## src/rtl/serial_frame_tx_pkg.sv

```systemverilog
// serial_frame_tx_pkg: shared state type, default geometry and counter sizing for serial_frame_tx
package serial_frame_tx_pkg;
    typedef enum logic [1:0] {IDLE, PRE, DATA, PAR} state_t;
    localparam int DEF_DATA_W = 8;
    localparam int DEF_PRE_W = 4;
    localparam logic [DEF_PRE_W-1:0] DEF_PRE_PATTERN = 4'b1011;
    function automatic int cnt_width(input int pre_w, input int data_w);
        return $clog2((pre_w > data_w ? pre_w : data_w) + 1);
    endfunction
    localparam int DEF_CNT_W = cnt_width(DEF_PRE_W, DEF_DATA_W);
endpackage

```

## src/rtl/serial_frame_tx_if.sv

```systemverilog
// serial_frame_tx_if: word handshake in, framed serial stream out
//   in_data/in_valid/in_ready : producer word handshake
//   ser_out/frame_start/busy  : serial line and frame markers
//   slave = transmitter side, master = producer/observer side
interface serial_frame_tx_if
    import serial_frame_tx_pkg::*;
#(
    parameter int DATA_W = DEF_DATA_W
);
    logic [DATA_W-1:0] in_data;
    logic              in_valid;
    logic              in_ready;
    logic              ser_out;
    logic              frame_start;
    logic              busy;
    modport slave (input in_data, in_valid, output in_ready, ser_out, frame_start, busy);
    modport master (output in_data, in_valid, input in_ready, ser_out, frame_start, busy);
endinterface

```

## src/rtl/serial_frame_tx.sv

```systemverilog
// serial_frame_tx: frames parallel words as preamble + MSB-first data (+ optional even parity) on a serial line
//   clk, rst        : clock, asynchronous active-high reset
//   bus.in_data     : word latched on in_valid && in_ready
//   bus.in_valid    : word offered
//   bus.in_ready    : high in IDLE and in the final bit cycle of a frame
//   bus.ser_out     : registered serial bit
//   bus.frame_start : registered pulse while the first preamble bit is on ser_out
//   bus.busy        : registered, high while any frame bit is on ser_out
//   SERIAL_FRAME_TX_PARITY_EN : append one even-parity bit after the data LSB
module serial_frame_tx
    import serial_frame_tx_pkg::*;
#(
    parameter int DATA_W = DEF_DATA_W,
    parameter int PRE_W = DEF_PRE_W,
    parameter logic [PRE_W-1:0] PRE_PATTERN = DEF_PRE_PATTERN,
    parameter logic IDLE_LEVEL = 1'b0
) (
    input logic clk,
    input logic rst,
    serial_frame_tx_if.slave bus
);
    localparam int CW = cnt_width(PRE_W, DATA_W);
    localparam int SR_W = PRE_W + DATA_W;
    state_t          state;
    logic [CW-1:0]   cnt;
    logic [SR_W-1:0] sr;
    logic            last_pre;
    logic            last_data;
    logic            accept;
`ifdef SERIAL_FRAME_TX_PARITY_EN
    logic            par;
`endif
    always_comb begin
        last_pre = cnt == CW'(PRE_W - 1);
        last_data = cnt == CW'(DATA_W - 1);
`ifdef SERIAL_FRAME_TX_PARITY_EN
        bus.in_ready = state == IDLE || state == PAR;
`else
        bus.in_ready = state == IDLE || (state == DATA && last_data);
`endif
        accept = bus.in_valid && bus.in_ready;
    end
    // Preamble and word share one shift register; its MSB is always the next bit to send,
    // so the preamble-to-data boundary needs no special case.
    always_ff @(posedge clk or posedge rst) begin
        if (rst) begin
            state <= IDLE;
            cnt <= '0;
            sr <= '0;
            bus.ser_out <= IDLE_LEVEL;
            bus.frame_start <= 1'b0;
            bus.busy <= 1'b0;
`ifdef SERIAL_FRAME_TX_PARITY_EN
            par <= 1'b0;
`endif
        end else begin
            bus.frame_start <= accept;
            if (accept) begin
                state <= PRE;
                cnt <= '0;
                sr <= {PRE_PATTERN, bus.in_data} << 1;
                bus.ser_out <= PRE_PATTERN[PRE_W-1];
                bus.busy <= 1'b1;
`ifdef SERIAL_FRAME_TX_PARITY_EN
                par <= ^bus.in_data;
`endif
            end else begin
                case (state)
                    PRE: begin
                        state <= last_pre ? DATA : PRE;
                        cnt <= last_pre ? '0 : cnt + 1'b1;
                        bus.ser_out <= sr[SR_W-1];
                        sr <= sr << 1;
                    end
                    DATA: begin
                        if (!last_data) begin
                            cnt <= cnt + 1'b1;
                            bus.ser_out <= sr[SR_W-1];
                            sr <= sr << 1;
`ifdef SERIAL_FRAME_TX_PARITY_EN
                        end else begin
                            state <= PAR;
                            cnt <= '0;
                            bus.ser_out <= par;
                        end
`else
                        end else begin
                            state <= IDLE;
                            cnt <= '0;
                            bus.ser_out <= IDLE_LEVEL;
                            bus.busy <= 1'b0;
                        end
`endif
                    end
                    default: begin
                        state <= IDLE;
                        cnt <= '0;
                        bus.ser_out <= IDLE_LEVEL;
                        bus.busy <= 1'b0;
                    end
                endcase
            end
        end
    end
endmodule

```

## src/flat_wrapper.sv

```systemverilog
// flat-port wrapper written by rule: the top's interface ports become plain ports
module serial_frame_tx_flat import serial_frame_tx_pkg::*;
#(
    parameter int DATA_W = DEF_DATA_W,
    parameter int PRE_W = DEF_PRE_W,
    parameter logic [PRE_W-1:0] PRE_PATTERN = DEF_PRE_PATTERN,
    parameter logic IDLE_LEVEL = 1'b0
)
  (clk, rst, bus_in_data, bus_in_valid, bus_in_ready, bus_ser_out, bus_frame_start, bus_busy);
  serial_frame_tx_if #(.DATA_W(DATA_W)) bus_i ();
  input logic clk;
  input logic rst;
  input wire logic [$bits(bus_i.in_data)-1:0] bus_in_data;
  input wire logic [$bits(bus_i.in_valid)-1:0] bus_in_valid;
  output wire logic [$bits(bus_i.in_ready)-1:0] bus_in_ready;
  output wire logic [$bits(bus_i.ser_out)-1:0] bus_ser_out;
  output wire logic [$bits(bus_i.frame_start)-1:0] bus_frame_start;
  output wire logic [$bits(bus_i.busy)-1:0] bus_busy;
  assign bus_i.in_data = bus_in_data;
  assign bus_i.in_valid = bus_in_valid;
  assign bus_in_ready = bus_i.in_ready;
  assign bus_ser_out = bus_i.ser_out;
  assign bus_frame_start = bus_i.frame_start;
  assign bus_busy = bus_i.busy;
  serial_frame_tx #(.DATA_W(DATA_W), .PRE_W(PRE_W), .PRE_PATTERN(PRE_PATTERN), .IDLE_LEVEL(IDLE_LEVEL)) u_core (.clk(clk), .rst(rst), .bus(bus_i));
endmodule
```

## config.mk

```make
export PLATFORM = sky130hd
export DESIGN_NAME = serial_frame_tx_flat
export DESIGN_NICKNAME = d
export VERILOG_FILES = /design/src/rtl/serial_frame_tx_pkg.sv /design/src/rtl/serial_frame_tx_if.sv /design/src/rtl/serial_frame_tx.sv /design/src/flat_wrapper.sv
export SDC_FILE = /design/constraint.sdc
export NUM_CORES = 1
export LEC_CHECK = 0
export CORE_ASPECT_RATIO = 0.7
export CORE_UTILIZATION = 40
export DETAILED_ROUTE_END_ITERATION = 12
export PLACE_DENSITY = 0.64
export SLEW_MARGIN = 15
export SYNTH_ARGS = -nofsm -noshare
export SYNTH_HDL_FRONTEND = slang
export SYNTH_SLANG_ARGS = --single-unit
```

## constraint.sdc

```tcl
create_clock -name clk -period 1.6 [get_ports clk]
set_clock_uncertainty 0.05 [all_clocks]
set_input_delay 0.32 -clock clk [delete_from_list [all_inputs] [get_ports clk]]
set_output_delay 0.32 -clock clk [all_outputs]
set_load 0.005 [all_outputs]
```

==> impl_metrics.ini, run 1 <==
[run_status]
status = finished clean

[final_layout]
stdcell_count = 176
final_core_util_pct = 62.3
area_growth_pct = 46.2
drive_above_1_share_pct = 40.1
most-common-layout-cells = 22 x buf_4, 19 x dfrtp_1, 13 x nand3_1, 13 x clkdlybuf4s50_1, 9 x o21ai_0
final_nets = 158
final_common_cell = buf_4
antenna-diode-count = 0

[sta]
finalCriticalPeriod_ns = 1.59
timing.final.crit_share_pct = 99.2
max_clock_freq_mhz = 630
hold_viol = 0
setup_ws_ns = 0.0129
grt_setup_unrepaired = true
final-setup-viol-count = 0
relSlewSlack_pct = 67.8
fin_hold_ws_ns = 0.338
finalMaxSlewViolations = 0
tightest_slew_ns = 0.476

[yosys]
synth_nets = 121
syn_avg_cell_area_um2 = 10.0
synth_area_mm2 = 0.00106
synth_compound_area_share_pct = 22.9
syn_inst = 106
ys_ff_latch = 20
synth-xor-area-share_pct = 0.824
yosys.area_share.adder_pct = 4.71
synth_top_family_by_area = compound AO/OA/AOI/OAI gates
yosysWarnings = 0
synthSimpleGateAreaFrac_pct = 18.1
synth_mux_area_share_pct = 0
seq_area_frac_synth_pct = 47.1
yosysUniqueCellTypes = 34

[die]
initial_core_util_pct = 42.6
row_count = 15
die_y_um = 45.1
boundaryPins = 15
die_area_mm2 = 0.00287
die_x_um = 63.6
core_mm2 = 0.00250

[worst_hold_path]
hold_path.class = primary input to async pin

[place]
hpwl_um = 1780
place_ws_ns = -0.131
routabilityCongestion = 0.826
portBuffers = 14
place_inst = 166

[clock_tree]
clk_pin_slew_ns = 0.07
clock-root-buffer = clkbuf_8
clockBufferDepth = 2
cts_sinks = 20
hold_buffers = 0
clk_latency_ns = 0.26
cts_buffers = 3
h-tree-depth = 1
cts_tree = yes

[drt]
drc_errors = 0
routed_wl_um = 2740
route.top_layer_used = met4
drt-initial-drc-count = 71
wire_per_inst_um = 15.6
wl_met1_um = 1280
via_count = 983
dr.pass1.iters = 4
wl_met3_um = 120
dr_wl_met2_um = 1330
routed_via_density = 5.59
antenna_left = 0

[worst_setup_path]
worstSetupEndpointType = register
cp.required_ns = 1.71
crit_fanout = 7
crit_path_start_kind = register
cp.arrival_ns = 1.70
crit_type = register to register

[grt]
gr-total-overflow = 0
grt_usage_pct = 20.5
grt_start_max_net_pins = 21
grt_pass1_vias = 883
grt_pass1_wl_um = 4310
antenna_found_initial = 0

[power_and_ir_drop]
leakage_nw = 0.679
p_total_w = 0.00238
power_density_mw_per_mm2 = 1530
peakVddDrop_mv = 0.829

[flow_run]
maxCapViolCount = 0
## per-layer routing
metal  vias to the layer above  GRT usage [%]
li1                        464              -
met1                       492           26.9
met2                        25           34.3
met3                         2           5.30
met4                         0           5.45
met5                         -              0
## worst max-delay path, stage by stage (launching register included)
cell,delay (ns)
dfrtp_2,0.44
ha_4,0.18
buf_6,0.12
and4b_4,0.19
o21ai_4,0.16
inv_4,0.08
nor4_2,0.26
## final cells by class
cell class	count	area [um^2]
fillers	222	941
multi-input cells	71	592
flip-flops and latches	20	502
repair buffers	38	323
clock buffers	4	55.1
well taps	34	42.5
inverters	8	36.3
repair inverters	1	5.00
## power by group
group          internal [W]  total [W]  leakage, nW  switching (W)
sequential         0.000700   0.000804        0.251       0.000104
clock              0.000219   0.000386       0.0288       0.000167
combinational      0.000598    0.00119        0.400       0.000588
## worst paths after layout
path	startpoint	to	slack, ns	cells after the start
min in group clk	u_core.sr[10]$_DFFE_PP0P_	u_core.sr[10]$_DFFE_PP0P_	0.47	2
max in group asynchronous	rst	u_core.state[1]$_DFFE_PP0P_	0.93	3
setup / recovery	u_core.state[1]$_DFFE_PP0P_	u_core.cnt[3]$_DFF_PP0_	0.01	6
hold reg to reg	u_core.sr[10]$_DFFE_PP0P_	u_core.sr[10]$_DFFE_PP0P_	0.47	2
hold / removal	rst	u_core.sr[2]$_DFFE_PP0P_	0.34	3
setup reg to reg	u_core.state[1]$_DFFE_PP0P_	u_core.cnt[3]$_DFF_PP0_	0.01	6
## per-stage QoR
step,setup TNS (ns),instance area (um^2)
floorplan,0,1070
global placement,-0.341,1350
detailed placement,-1.21,1350
CTS,0,1480
global route,-0.374,1560
finish,0,1560
## cells in the mapped netlist (all sizes together)
| library cell | n | area [um^2] |
|---|---|---|
| dfrtp | 20 | 500 |
| o21ai | 15 | 86.3 |
| nand3 | 13 | 65.1 |
| inv | 8 | 32.5 |
| a211oi | 7 | 52.6 |
| a31oi | 7 | 43.8 |
| buf | 5 | 27.5 |
| ha | 4 | 50.1 |
| nand2 | 3 | 11.3 |
| a21oi | 2 | 13.8 |
| clkbuf | 2 | 7.51 |
| nor2 | 2 | 7.51 |
| nor4 | 2 | 25.0 |
| nor4b | 2 | 23.8 |
| a211o | 1 | 8.76 |
| a32oi | 1 | 8.76 |
| and3 | 1 | 6.26 |
| and4b | 1 | 13.8 |
| nand2b | 1 | 6.26 |
| nand3b | 1 | 7.51 |
| nand4b | 1 | 15.0 |
| nor2b | 1 | 6.26 |
| nor3 | 1 | 5.00 |
| o211ai | 1 | 7.51 |
| o21a | 1 | 7.51 |
| o221ai | 1 | 8.76 |
| o22ai | 1 | 6.26 |
| xor2 | 1 | 8.76 |
## what timing repair did
item	4_1_cts	5_1_grt
setup buffers	5	2
resized for setup	15	18
setup endpoints to repair	19	19
cloned	0	1
pin swaps	5	1
## sequential cells by signal, summed over array words and instances (netlist names)
register,cells
u_core.bus.frame_start,1
u_core.bus.busy,1
u_core.bus.ser_out,1
u_core.state,2
u_core.cnt,4
u_core.sr,11
## logic make-up (layout without fill, tap and decap cells)
family | count (synthesis) | after routing
buf+inv | 15 | 51
xor+xnor | 1 | 1
simple gates | 29 | 29
compound gates | 37 | 37
fa+ha+maj | 4 | 4
flops | 20 | 20
Note: power is estimated with default switching activity, not from simulation.
==> inputs of run 2 (changes only) <==
Settings changed: CORE_UTILIZATION 40 to 47, PLACE_DENSITY 0.64 to 0.73.
==> run 2 against run 1 <==
  * Largest power group unchanged
  * Sequential power is 1% lower
  * Global-route usage is 1.4 points higher
  * Maximum frequency is 0.97% lower
  * Cell area is 7.0% lower
  * The run now ends with setup timing left
  * Wire length is 7.3% lower
  * Non-clock buffer count is 3 lower
  * Power is 15% lower
  * Die area is 14% lower
  * Register-to-register slack worse by 0.02 ns
  * Utilization is 5.4 points higher
==> impl_metrics.ini, run 2 (synthesis results as in run 1) <==
[place]
routabilityCongestion = 0.871
place_ws_ns = -0.109
hpwl_um = 1690
portBuffers = 14
dpl_cell_area_mm2 = 0.00132

[clock_tree]
cts_buffers = 3
h-tree-depth = 1
clockBufferDepth = 2
cts_tree = yes
clk_pin_slew_ns = 0.11
clock-root-buffer = clkbuf_4
cts_sinks = 20
clk_latency_ns = 0.30

[die]
die_y_um = 41.8
core_mm2 = 0.00214
die_area_mm2 = 0.00246
row_count = 14
initial_core_util_pct = 49.8
boundaryPins = 15
die_x_um = 58.9

[sta]
relSlewSlack_pct = 79.3
max_clock_freq_mhz = 624
timing.final.crit_share_pct = 100
finalCriticalPeriod_ns = 1.60
hold_viol = 0
tightest_slew_ns = 0.310
final-setup-viol-count = 2
setup_ws_ns = -0.00268
grt_setup_unrepaired = true
finalMaxSlewViolations = 0

[grt]
gr-total-overflow = 0
antenna_found_initial = 0
grt_start_max_net_pins = 21
grt_pass1_wl_um = 3970
grt_pass1_vias = 844
grt_usage_pct = 21.9

[power_and_ir_drop]
cell_internal_pwr_w = 0.00126
p_seq_share_pct = 39.4
netSwitchingPower_w = 0.000754
comb_power_share_pct = 49.0
peakVddDrop_mv = 0.706
leakage_nw = 0.655
power_density_mw_per_mm2 = 1390
p_sw_share_pct = 37.4
p_clk_share_pct = 11.6

[final_layout]
top_regs = u_core.sr (11), u_core.cnt (4), u_core.state (2)
final_common_cell = dfrtp_1
largest_reg_flops = 11
antenna-diode-count = 0
regMostFlops = u_core.sr
drive_above_1_share_pct = 29.9
area_growth_pct = 36.0
final_area_mm2 = 0.00145
final_nets = 154
most-common-layout-cells = 20 x dfrtp_1, 17 x buf_4, 13 x nand3_1, 13 x clkdlybuf4s50_1, 10 x o21ai_0

[drt]
dr.pass1.iters = 4
drt-initial-drc-count = 31
antenna_left = 0
wire_per_inst_um = 15.0
routed_wl_um = 2540
drc_errors = 0
routed_via_density = 5.47
via_count = 925

[flow_run]
maxCapViolCount = 0

[run_status]
status = finished with violations
violations = setup timing

[worst_setup_path]
crit_end = u_core.state[0]$_DFFE_PP0P_
worstSetupEndpointType = register
cp-startpoint = u_core.state[1]$_DFFE_PP0P_
crit_path_start_kind = register
crit_type = register to register
r2r_setup_slack_ns = -0.003
timing.rr.end = u_core.state[0]$_DFFE_PP0P_
reg2reg_from = u_core.state[1]$_DFFE_PP0P_
cp.required_ns = 1.74
cp.arrival_ns = 1.74
reg2reg_depth = 6
crit_fanout = 7

[worst_hold_path]
hold_path.class = primary input to async pin
[run 2: changes by cell type in the layout (fill, tap and decap cells not counted), sizes merged]
cell / before / now
clkbuf: 4 / 3
clkinvlp: 2 / 0
inv: 7 / 8
buf: 25 / 22
[run 2: cell type report]
class | count | area [um^2]
multi-input combinational | 71 | 543
clock buffer | 3 | 22.5
timing repair buffer | 35 | 308
sequential | 20 | 500
fill | 188 | 691
inverter | 8 | 32.5
tap | 32 | 40.0
[run 2: worst min-delay path by stage]
stage | end | cells after the start | slack [ns] | from
2_1_floorplan | u_core.bus.busy$_DFFE_PP0P_ | 1 | 0.23 | rst
3_3_place_gp | u_core.bus.busy$_DFFE_PP0P_ | 2 | 0.45 | u_core.bus.busy$_DFFE_PP0P_
3_5_place_dp | u_core.bus.busy$_DFFE_PP0P_ | 2 | 0.46 | u_core.bus.busy$_DFFE_PP0P_
4_1_cts | u_core.sr[4]$_DFFE_PP0P_ | 3 | 0.29 | rst
5_1_grt | u_core.sr[4]$_DFFE_PP0P_ | 3 | 0.30 | rst
6_report | u_core.sr[4]$_DFFE_PP0P_ | 3 | 0.27 | rst
[run 2: per-layer routing]
layer	global-route usage (%)	up-vias	part of all wire, %	routed length (um)
met2	31.8	28	44	1120
met5	0	-	0	0
met1	32.5	436	50	1270
met4	4.29	0	0.55	14
met3	6.54	3	5.7	146
li1	-	458	-	-
[run 2: stage by stage]
step	total power, W	TNS [ns]	hold WS [ns]	util (%)	std cells
floorplan	0.00135	0	0.234	-	106
global placement	0.00167	-0.245	0.448	61.8	160
detailed placement	0.00170	-0.859	0.457	61.8	160
CTS	0.00197	0	0.290	64.7	165
global route	0.00215	-0.346	0.296	67.7	169
finish	0.00202	-0.00279	0.274	67.7	169
[run 2: timing repair]
action                                  4_1_cts  5_1_grt
resized for setup                            12       11
endpoints found under the setup margin       18       17
endpoints found under the hold margin         0        0
setup buffers                                 2        3
pin swaps                                     4        3
hold buffers                                  0        0
cloned                                        0        1
[run 2: worst max-delay path, cell delays in order, from the launching register on]
cell	delay [ns]
dfrtp_1	0.44
ha_4	0.20
buf_6	0.13
and4b_4	0.20
o21ai_4	0.17
inv_4	0.08
a211o_1	0.23
[run 2: power groups by stage]
stage	Clock, W	Combinational (W)	Sequential (W)
after floorplan	0	0.000569	0.000779
after global placement	0	0.000875	0.000790
after detailed placement	0	0.000898	0.000801
after CTS	0.000237	0.000937	0.000792
after global routing	0.000259	0.00108	0.000813
final	0.000234	0.000988	0.000794
